<file path="src/rtl/preg_freelist.sv">
// Physical register free list: a ring of preg numbers with up to two pops and
// two releases per cycle, plus per-branch head checkpoints for squash recovery.
module preg_freelist #(
    parameter int unsigned NUM_PREGS              = 64,
    parameter int unsigned MAX_PREDICT_DEPTH      = 4,
    localparam int unsigned PREG_W                 = $clog2(NUM_PREGS),
    localparam int unsigned PTR_W                  = PREG_W + 1,
    localparam int unsigned MAX_PREDICT_DEPTH_BITS = $clog2(MAX_PREDICT_DEPTH) + 1
) (
    input  logic                              clk,
    input  logic                              reset,
    input  logic [1:0]                        alloc_req,
    output logic                              stalled,
    output logic [PREG_W-1:0]                 preg1,
    output logic [PREG_W-1:0]                 preg2,
    input  logic                              free1,
    input  logic [PREG_W-1:0]                 free1_addr,
    input  logic                              free2,
    input  logic [PREG_W-1:0]                 free2_addr,
    input  logic                              checkpoint,
    input  logic [MAX_PREDICT_DEPTH_BITS-1:0] checkpoint_tag,
    input  logic                              freelist_branch_shootdown,
    input  logic [MAX_PREDICT_DEPTH_BITS-1:0] freelist_shootdown_branch_tag,
    output logic [PTR_W-1:0]                  free_count
);

    localparam int unsigned TAG_W      = MAX_PREDICT_DEPTH_BITS;
    localparam int unsigned CKPT_IDX_W = (MAX_PREDICT_DEPTH > 1) ? $clog2(MAX_PREDICT_DEPTH) : 1;

    logic [PREG_W-1:0]     ring [NUM_PREGS];
    logic [PTR_W-1:0]      ckpt [MAX_PREDICT_DEPTH];
    logic [PTR_W-1:0]      head;
    logic [PTR_W-1:0]      tail;

    logic [PREG_W-1:0]     head_idx;
    logic [PREG_W-1:0]     head_idx_p1;
    logic [PREG_W-1:0]     tail_idx;
    logic [PREG_W-1:0]     tail_idx_p1;

    logic                  shoot_valid;
    logic                  ckpt_valid;
    logic                  pop;
    logic [CKPT_IDX_W-1:0] shoot_idx;
    logic [CKPT_IDX_W-1:0] ckpt_idx;
    logic [PTR_W-1:0]      head_pop;
    logic [PTR_W-1:0]      head_next;
    logic [PTR_W-1:0]      tail_next;
    logic [PTR_W-1:0]      avail;
    logic                  push1;
    logic                  push2;
    logic [1:0]            push_n;
    logic [PTR_W:0]        count_after_push;
    logic                  overflow;
    logic                  push_ok;

    // A tag is meaningful only in 1..MAX_PREDICT_DEPTH; anything else is a no-op.
    function automatic logic tag_ok(input logic [TAG_W-1:0] tag);
        return (tag != '0) && (tag <= TAG_W'(MAX_PREDICT_DEPTH));
    endfunction

    // Allocation view: head and head+1 entries, stall judged on the registered count.
    assign head_idx    = head[PREG_W-1:0];
    assign head_idx_p1 = head_idx + PREG_W'(1);
    assign tail_idx    = tail[PREG_W-1:0];
    assign tail_idx_p1 = tail_idx + PREG_W'(1);
    assign preg1       = ring[head_idx];
    assign preg2       = ring[head_idx_p1];
    assign stalled     = free_count < PTR_W'(alloc_req);

    // Next head/tail: shootdown overrides pop and checkpoint, pushes always proceed.
    always_comb begin
        shoot_valid = freelist_branch_shootdown && tag_ok(freelist_shootdown_branch_tag);
        shoot_idx   = CKPT_IDX_W'(freelist_shootdown_branch_tag - TAG_W'(1));
        ckpt_valid  = checkpoint && !shoot_valid && tag_ok(checkpoint_tag);
        ckpt_idx    = CKPT_IDX_W'(checkpoint_tag - TAG_W'(1));

        pop       = (alloc_req != 2'd0) && !stalled && !shoot_valid;
        head_pop  = head + (pop ? PTR_W'(alloc_req) : '0);
        head_next = shoot_valid ? ckpt[shoot_idx] : head_pop;

        push1  = free1 && (free1_addr != '0);
        push2  = free2 && (free2_addr != '0);
        push_n = {1'b0, push1} + {1'b0, push2};

        // Capacity is judged against the head as it will be after this cycle.
        avail            = tail - head_next;
        count_after_push = {1'b0, avail} + (PTR_W + 1)'(push_n);
        overflow         = (push_n != 2'd0) && (count_after_push > (PTR_W + 1)'(NUM_PREGS - 1));
        push_ok          = (push_n != 2'd0) && !overflow;
        tail_next        = push_ok ? tail + PTR_W'(push_n) : tail;
    end

    always_ff @(posedge clk) begin
        if (reset) begin
            head       <= '0;
            tail       <= PTR_W'(NUM_PREGS - 1);
            free_count <= PTR_W'(NUM_PREGS - 1);
        end else begin
            head       <= head_next;
            tail       <= tail_next;
            free_count <= tail_next - head_next;
        end
    end

    // Ring contents; the last slot resets to 0 and lies outside the initial free range.
    always_ff @(posedge clk) begin
        if (reset) begin
            for (int i = 0; i < int'(NUM_PREGS); i++) begin
                ring[i] <= PREG_W'(i + 1);
            end
        end else if (push_ok) begin
            if (push1) begin
                ring[tail_idx] <= free1_addr;
            end
            if (push2) begin
                ring[push1 ? tail_idx_p1 : tail_idx] <= free2_addr;
            end
        end
    end

    // Branch checkpoints capture the post-pop head.
    always_ff @(posedge clk) begin
        if (reset) begin
            for (int i = 0; i < int'(MAX_PREDICT_DEPTH); i++) begin
                ckpt[i] <= '0;
            end
        end else if (ckpt_valid) begin
            ckpt[ckpt_idx] <= head_pop;
        end
    end

    always @(posedge clk) begin
        if (!reset) begin
            assert (alloc_req != 2'd3)
                else $error("preg_freelist: alloc_req=3 is not a legal request");
            assert (!overflow)
                else $warning("preg_freelist: free list overflow, release dropped");
        end
    end

endmodule

</file>
<file path="config.mk">
export PLATFORM = sky130hd
export DESIGN_NAME = preg_freelist
export DESIGN_NICKNAME = d
export VERILOG_FILES = /design/src/rtl/preg_freelist.sv
export SDC_FILE = /design/constraint.sdc
export NUM_CORES = 1
export LEC_CHECK = 0
export BUFFER_PORTS_ARGS = -buffer_cell sky130_fd_sc_hd__buf_2
export CAP_MARGIN = 10
export CORE_MARGIN = 8
export CORE_UTILIZATION = 35
export DETAILED_ROUTE_END_ITERATION = 10
export PLACE_DENSITY = 0.54
export SLEW_MARGIN = 20
export SYNTH_ARGS = -nofsm -noshare
export SYNTH_HDL_FRONTEND = slang
export SYNTH_SLANG_ARGS = --single-unit
</file>
<file path="constraint.sdc">
create_clock -name clk -period 15.6 [get_ports clk]
set_clock_uncertainty 0.1 [all_clocks]
set_input_delay 0.78 -clock clk [delete_from_list [all_inputs] [get_ports clk]]
set_output_delay 0.78 -clock clk [all_outputs]
set_load 0.02 [all_outputs]
</file>
==> flow_summary_export.csv, run 1 <==
group,metric,value,unit
power,total_power,4040,uW
critical_path,crit_type,"reg -> reg",
die,coreArea,72600,um2
drt,vias,20043,
sta,fmax,0.129,GHz
yosys,ys_async_sr_fraction,0,%
drt,drt_iter0_drc,3162,
yosys,synth_top_area_cell,"edfxtp_1",
sta,postLayoutSetupSlackWorst,7.82,ns
layout,postLayoutCellArea,28200,um2
drt,firstDrtPassIters,6,
global_routing,grt_util_all_layers,24.3,%
yosys,yosysUniqueCellTypes,69,
flow_run,drv_cap,0,
clock_network,numClockSinks,433,
layout,layoutNonFillerInstCount,2789,
sta,maxSlewViolCount,0,
layout,n_fill_cell,6906,
global_routing,antenna_found_initial,8,
drt,routedWlPerCell,36.9,um
yosys,synth_common_cells,"412 x edfxtp_1, 259 x mux4_2, 187 x a22oi_1, 187 x o22ai_1",
critical_path,worstSetupStartpointType,"flip-flop",
global_routing,grt_pass1_vias,19617,
sta,period_share,49.8,%
sta,fin_crit,7.78,ns
hold_path,hold_start,"reset",
clock_network,clockRootBuffer,"clkbuf_16",
yosys,seq_area_frac_synth,50.0,%
sta,final_hold_viol_count,0,
critical_path,crit_arrival,7.89,ns
critical_path,crit_fanout,36,
layout,syn_to_final_growth,10.2,%
sta,tightestPinTransition,1.25,ns
critical_path,regToRegStartpoint,"free_count[6]$_SDFF_PP0_",
global_routing,grt_max_degree,147,
drt,ant_nets,0,
yosys,syn-cell-area,25600,um2
placed_design,hpwl,63100,um
layout,multi_input_area,12000,um2
yosys,synth_seq_cells,433,
sta,relSlewSlack,16.4,%
die,initial_core_util,35.2,%
placed_design,place_area,26700,um2
die,num_io_pins,46,
yosys,synthFlopType,"edfxtp_1",
hold_path,hp-class,"in -> reg",
yosys,synth.top_cells.by_area,"edfxtp_1 48%, mux4_2 23%, a22oi_1 5.5%",
yosys,postSynthCellCount,1848,
sta,setup_violations,0,
drt,drc,0,
placed_design,dp_slack,7.70,ns
placed_design,dp.cells,2701,
critical_path,startpoint,"free_count[6]$_SDFF_PP0_",
clock_network,clk_latency,0.60,ns
yosys,synth_most_common_cell,"edfxtp_1",
layout,drive_above_1_share,25.0,%
die,num_rows,99,
clock_network,htreeDepth,2,
drt,routed_via_density,7.19,
layout,seq_area,12800,um2
clock_network,cts_tree,"done",
yosys,synth_fp_nets,1897,
clock_network,clk_pin_slew,0.06,ns
critical_path,required,15.71,ns
clock_network,cts_max_path_buffers,3,
placed_design,place.gp.congestion,0.918,
die,die_height,286,um
clock_network,cts_setup_buffers,0,
die,die_w,286,um
die,die_area,82000,um2
yosys,synth_top_area_share,48.4,%
run_status,status,"completed",
power,power_density,143,nW/um2
yosys,avgSynthCellArea,13.8,um2
global_routing,grt_pass1_wl,145000,um
critical_path,endpoint_kind,"flip-flop",
clock_network,postCtsHoldBufs,0,
power,leakage,0.00755,uW
clock_network,cts_buffers,49,
layout,final_nets,1842,
drt,drt-total-wl,103000,um
power,vdd_ir_drop_max,95.8,uV
clock_network,ctsResizeCount,0,
placed_design,port_buffers,45,
yosys,synth_warnings,0,
sta,fin_tns_setup,0,ns
global_routing,overflow,0,
yosys,synth_edf_count,412,
sta,rsz0062_at_grt,"no",
-- worst max-delay path, cell delays in order, from the launching register on --
cell	delay, ns
dfxtp_1	0.33
or4_1	0.54
a2111oi_0	0.58
a21oi_1	0.10
and2_1	0.19
ha_1	0.22
fa_1	0.48
mux2i_1	0.50
ha_1	0.35
a21o_1	0.20
o22ai_1	0.18
a31oi_1	0.13
maj3_1	0.38
xor2_1	0.23
a211oi_4	0.46
nand3_2	0.26
or3_2	1.01
o221ai_1	1.05
-- cells by family after synthesis --
kind of cell,Yosys count,synth area share (%)
xor gates and xnor gates,35,1.20
and+or+nand+nor,361,6.44
adders and majority gates,26,1.36
AOI/OAI and AO/OA,511,14.5
muxes,264,23.0
DFF,433,50.0
buffers and inverters,218,3.44
-- cell usage in the layout (no fill, tap or decap), types with 20 or more instances in the layout --
master       n
o22ai_1    187
xnor2_1     20
nor2_1     135
nand3_1     23
buf_4       44
o221ai_1    58
nand2_1    116
edfxtp_1   412
clkbuf_16   50
mux4_2     259
a22oi_1    187
buf_2       45
-- through the flow --
stage / hold WS (ns) / utilization, %
3_5_place_dp: 0.464 / 36.7
6_report: 0.470 / 38.8
5_1_grt: 0.481 / 38.8
2_1_floorplan: 0.438 / -
4_1_cts: 0.450 / 38.8
3_3_place_gp: 0.461 / 36.7
-- registers in the layout, indices dropped and copies added, names as in the netlist --
name,count
tail,7
free_count,7
head,7
ckpt,28
ring,384
-- metal layers --
layer  track usage (%)  wire, um  up-vias
li1                  -         -     7729
met1              31.6     37200    10160
met2              35.9     44700     1781
met3              8.04     14600      369
met4              12.9      6480        4
met5                 0        15        -
-- final timing paths --
kind | slack (ns) | end | cells after the start
max reg2reg | 7.82 | ring[57][4]$_DFFE_PP_ | 17
max | 7.82 | ring[57][4]$_DFFE_PP_ | 17
min reg2reg | 0.49 | tail[6]$_SDFF_PP0_ | 2
min | 0.47 | tail[6]$_SDFF_PP0_ | 2
-- where the power goes --
group	internal [uW]	switching, uW	total, uW
Sequential	1330	53.5	1380
Clock	632	494	1130
Combinational	472	1060	1530
-- area by class of cell --
type / instances / share of cell area (%)
flip-flops and latches: 433 / 45.4
repair buffers: 90 / 2.04
clock buffers: 63 / 4.62
multi-input cells: 1197 / 42.7
diodes: 5 / 0.0444
clock inverters: 20 / 0.626
inverters: 22 / 0.293
well taps: 959 / 4.26
Power figures use the tool's default switching activity.
==> run 2: changes to the inputs <==
clock period = 7.3 ns   (was 15.6 ns; I/O delays follow)
==> flow_summary_export.csv, run 2 (synthesized netlist as in run 1, its figures left out) <==
group,metric,value,unit
sta,fin_tns_setup,0,ns
critical_path,regToRegStartpoint,"free_count[6]$_SDFF_PP0_",
layout,n_fill_cell,6777,
clock_network,clk_latency,0.62,ns
drt,routedWlPerCell,36.2,um
hold_path,hold_start,"reset",
global_routing,overflow,0,
placed_design,place.gp.congestion,0.944,
drt,drc,0,
die,coreArea,72600,um2
global_routing,grt_max_degree,113,
sta,rsz0062_at_grt,"no",
critical_path,crit_arrival,7.29,ns
drt,ant_nets,0,
sta,fin_crit,6.85,ns
critical_path,endpoint_kind,"flip-flop",
drt,drt-total-wl,105000,um
hold_path,min_path_cells,2,
power,power_density,312,nW/um2
die,die_height,286,um
drt,firstDrtPassIters,8,
critical_path,crit_type,"reg -> reg",
hold_path,min_to,"tail[6]$_SDFF_PP0_",
layout,syn_to_final_growth,14.8,%
drt,top_layer,"met5",
critical_path,worstSetupStartpointType,"flip-flop",
critical_path,rr_worst_depth,25,
layout,layout_common_cells,"412 x edfxtp_1, 259 x mux4_2, 187 x o22ai_1, 187 x a22oi_1, 145 x buf_4",
die,num_rows,99,
power,clkPwrFrac,30.4,%
clock_network,cts_buffers,50,
run_status,status,"completed",
placed_design,hpwl,67400,um
die,num_io_pins,46,
power,pwr-share-seq,32.1,%
global_routing,grt_pass1_wl,148000,um
sta,fmax,0.146,GHz
die,die_area,82000,um2
drt,dr_wl_met2,46300,um
power,p_switching,3570,uW
power,vdd_ir_drop_max,206,uV
clock_network,clk_pin_slew,0.06,ns
layout,mostFrequentLayoutCell,"edfxtp_1",
clock_network,clockRootBuffer,"clkbuf_16",
layout,largest_reg_flops,384,
placed_design,port_buffers,45,
power,switching_share,38.9,%
global_routing,grt_util_all_layers,24.7,%
power,intPower,5590,uW
sta,final_hold_viol_count,0,
critical_path,ff2ff_setup_slack,0.45,ns
layout,reg.largest.list,"ring (384), ckpt (28)",
critical_path,required,7.74,ns
layout,final_nets,1949,
drt,wl_met1,38400,um
sta,period_share,93.8,%
layout,top_register,"ring",
drt,routed_via_density,7.12,
layout,drive_above_1_share,29.9,%
power,total_power,9160,uW
clock_network,cts_max_path_buffers,3,
sta,relSlewSlack,19.9,%
sta,tightestPinTransition,1.19,ns
sta,setup_violations,0,
hold_path,hp-class,"in -> reg",
die,die_w,286,um
critical_path,crit_fanout,7,
power,leakage,0.00821,uW
clock_network,cts_tree,"done",
critical_path,reg2reg_to,"free_count[6]$_SDFF_PP0_",
flow_run,drv_cap,0,
drt,vias,20680,
drt,wl_met3,14800,um
drt,drt_iter0_drc,3813,
global_routing,grt_pass1_vias,20330,
sta,maxSlewViolCount,0,
global_routing,antenna_found_initial,5,
clock_network,htreeDepth,2,
die,initial_core_util,35.2,%
power,p_comb_share,37.6,%
clock_network,numClockSinks,433,
==> run 2: how the worst max path moves through the flow <==
stage,from,to,slack (ns),depth (start not counted)
after global routing,free_count[6]$_SDFF_PP0_,free_count[6]$_SDFF_PP0_,0.03,25
after detailed placement,free_count[6]$_SDFF_PP0_,free_count[5]$_SDFF_PP1_,0.12,24
after CTS,free_count[6]$_SDFF_PP0_,free_count[5]$_SDFF_PP1_,0.11,24
after floorplan,free_count[6]$_SDFF_PP0_,free_count[6]$_SDFF_PP0_,0.09,25
final,free_count[6]$_SDFF_PP0_,free_count[6]$_SDFF_PP0_,0.45,25
after global placement,free_count[6]$_SDFF_PP0_,free_count[6]$_SDFF_PP0_,0.31,25
==> run 2: power groups by stage <==
stage | clock (uW) | sequential, uW | combinational [uW]
floorplan | 0 | 2950 | 2150
global placement | 0 | 2980 | 3260
detailed placement | 0 | 2980 | 3270
CTS | 2790 | 2930 | 3290
global route | 2870 | 2950 | 3570
finish | 2780 | 2940 | 3440
==> run 2: what timing repair did <==
action,4_1_cts,5_1_grt
hold buffers,0,0
resized for setup,0,9
setup buffers,0,2
setup endpoints to repair,0,65
==> run 2: per-stage QoR <==
stage | std cells | utilization (%) | area (um2) | setup slack (ns) | hold slack [ns]
floorplan | 1848 | - | 25600 | 0.0937 | 0.405
global placement | 2805 | 37.9 | 27500 | 0.312 | 0.462
detailed placement | 2805 | 37.9 | 27500 | 0.122 | 0.471
CTS | 2897 | 40.3 | 29300 | 0.108 | 0.0413
global route | 2899 | 40.4 | 29300 | 0.0331 | 0.0610
finish | 2904 | 40.4 | 29400 | 0.451 | 0.0546
==> run 2: worst max-delay path, cell delays in order, from the launching register on <==
cell       delay [ns]
dfxtp_1          0.31
or4_1            0.55
a2111oi_2        0.42
a21oi_1          0.08
and2_1           0.17
ha_1             0.22
fa_1             0.51
mux2i_2          0.30
ha_1             0.29
a21o_1           0.20
o22ai_1          0.14
a31oi_1          0.12
maj3_1           0.45
xor2_4           0.22
a211o_1          0.35
mux2i_1          0.21
ha_1             0.23
fa_1             0.18
inv_1            0.08
o21a_1           0.23
and2_1           0.19
a221o_1          0.31
a211oi_2         0.24
o2111ai_1        0.17
or3_1            0.36
a21oi_1          0.13
==> run 2: metal layers <==
| layer | GRT usage [%] | up-vias |
|---|---|---|
| li1 | - | 7938 |
| met1 | 32.0 | 10506 |
| met2 | 37.3 | 1877 |
| met3 | 8.63 | 357 |
| met4 | 11.1 | 2 |
| met5 | 0 | - |
==> run 2: cell type report <==
| cell class | count | area, um2 | share of cell area [%] |
|---|---|---|---|
| Multi-Input combinational cell | 1197 | 12000 | 41.0 |
| Tap cell | 959 | 1200 | 4.09 |
| Antenna cell | 5 | 12.5 | 0.0426 |
| Sequential cell | 433 | 12800 | 43.6 |
| Inverter | 22 | 82.6 | 0.281 |
| Timing Repair Buffer | 196 | 1430 | 4.88 |
| Clock inverter | 35 | 500 | 1.70 |
| Clock buffer | 57 | 1280 | 4.35 |
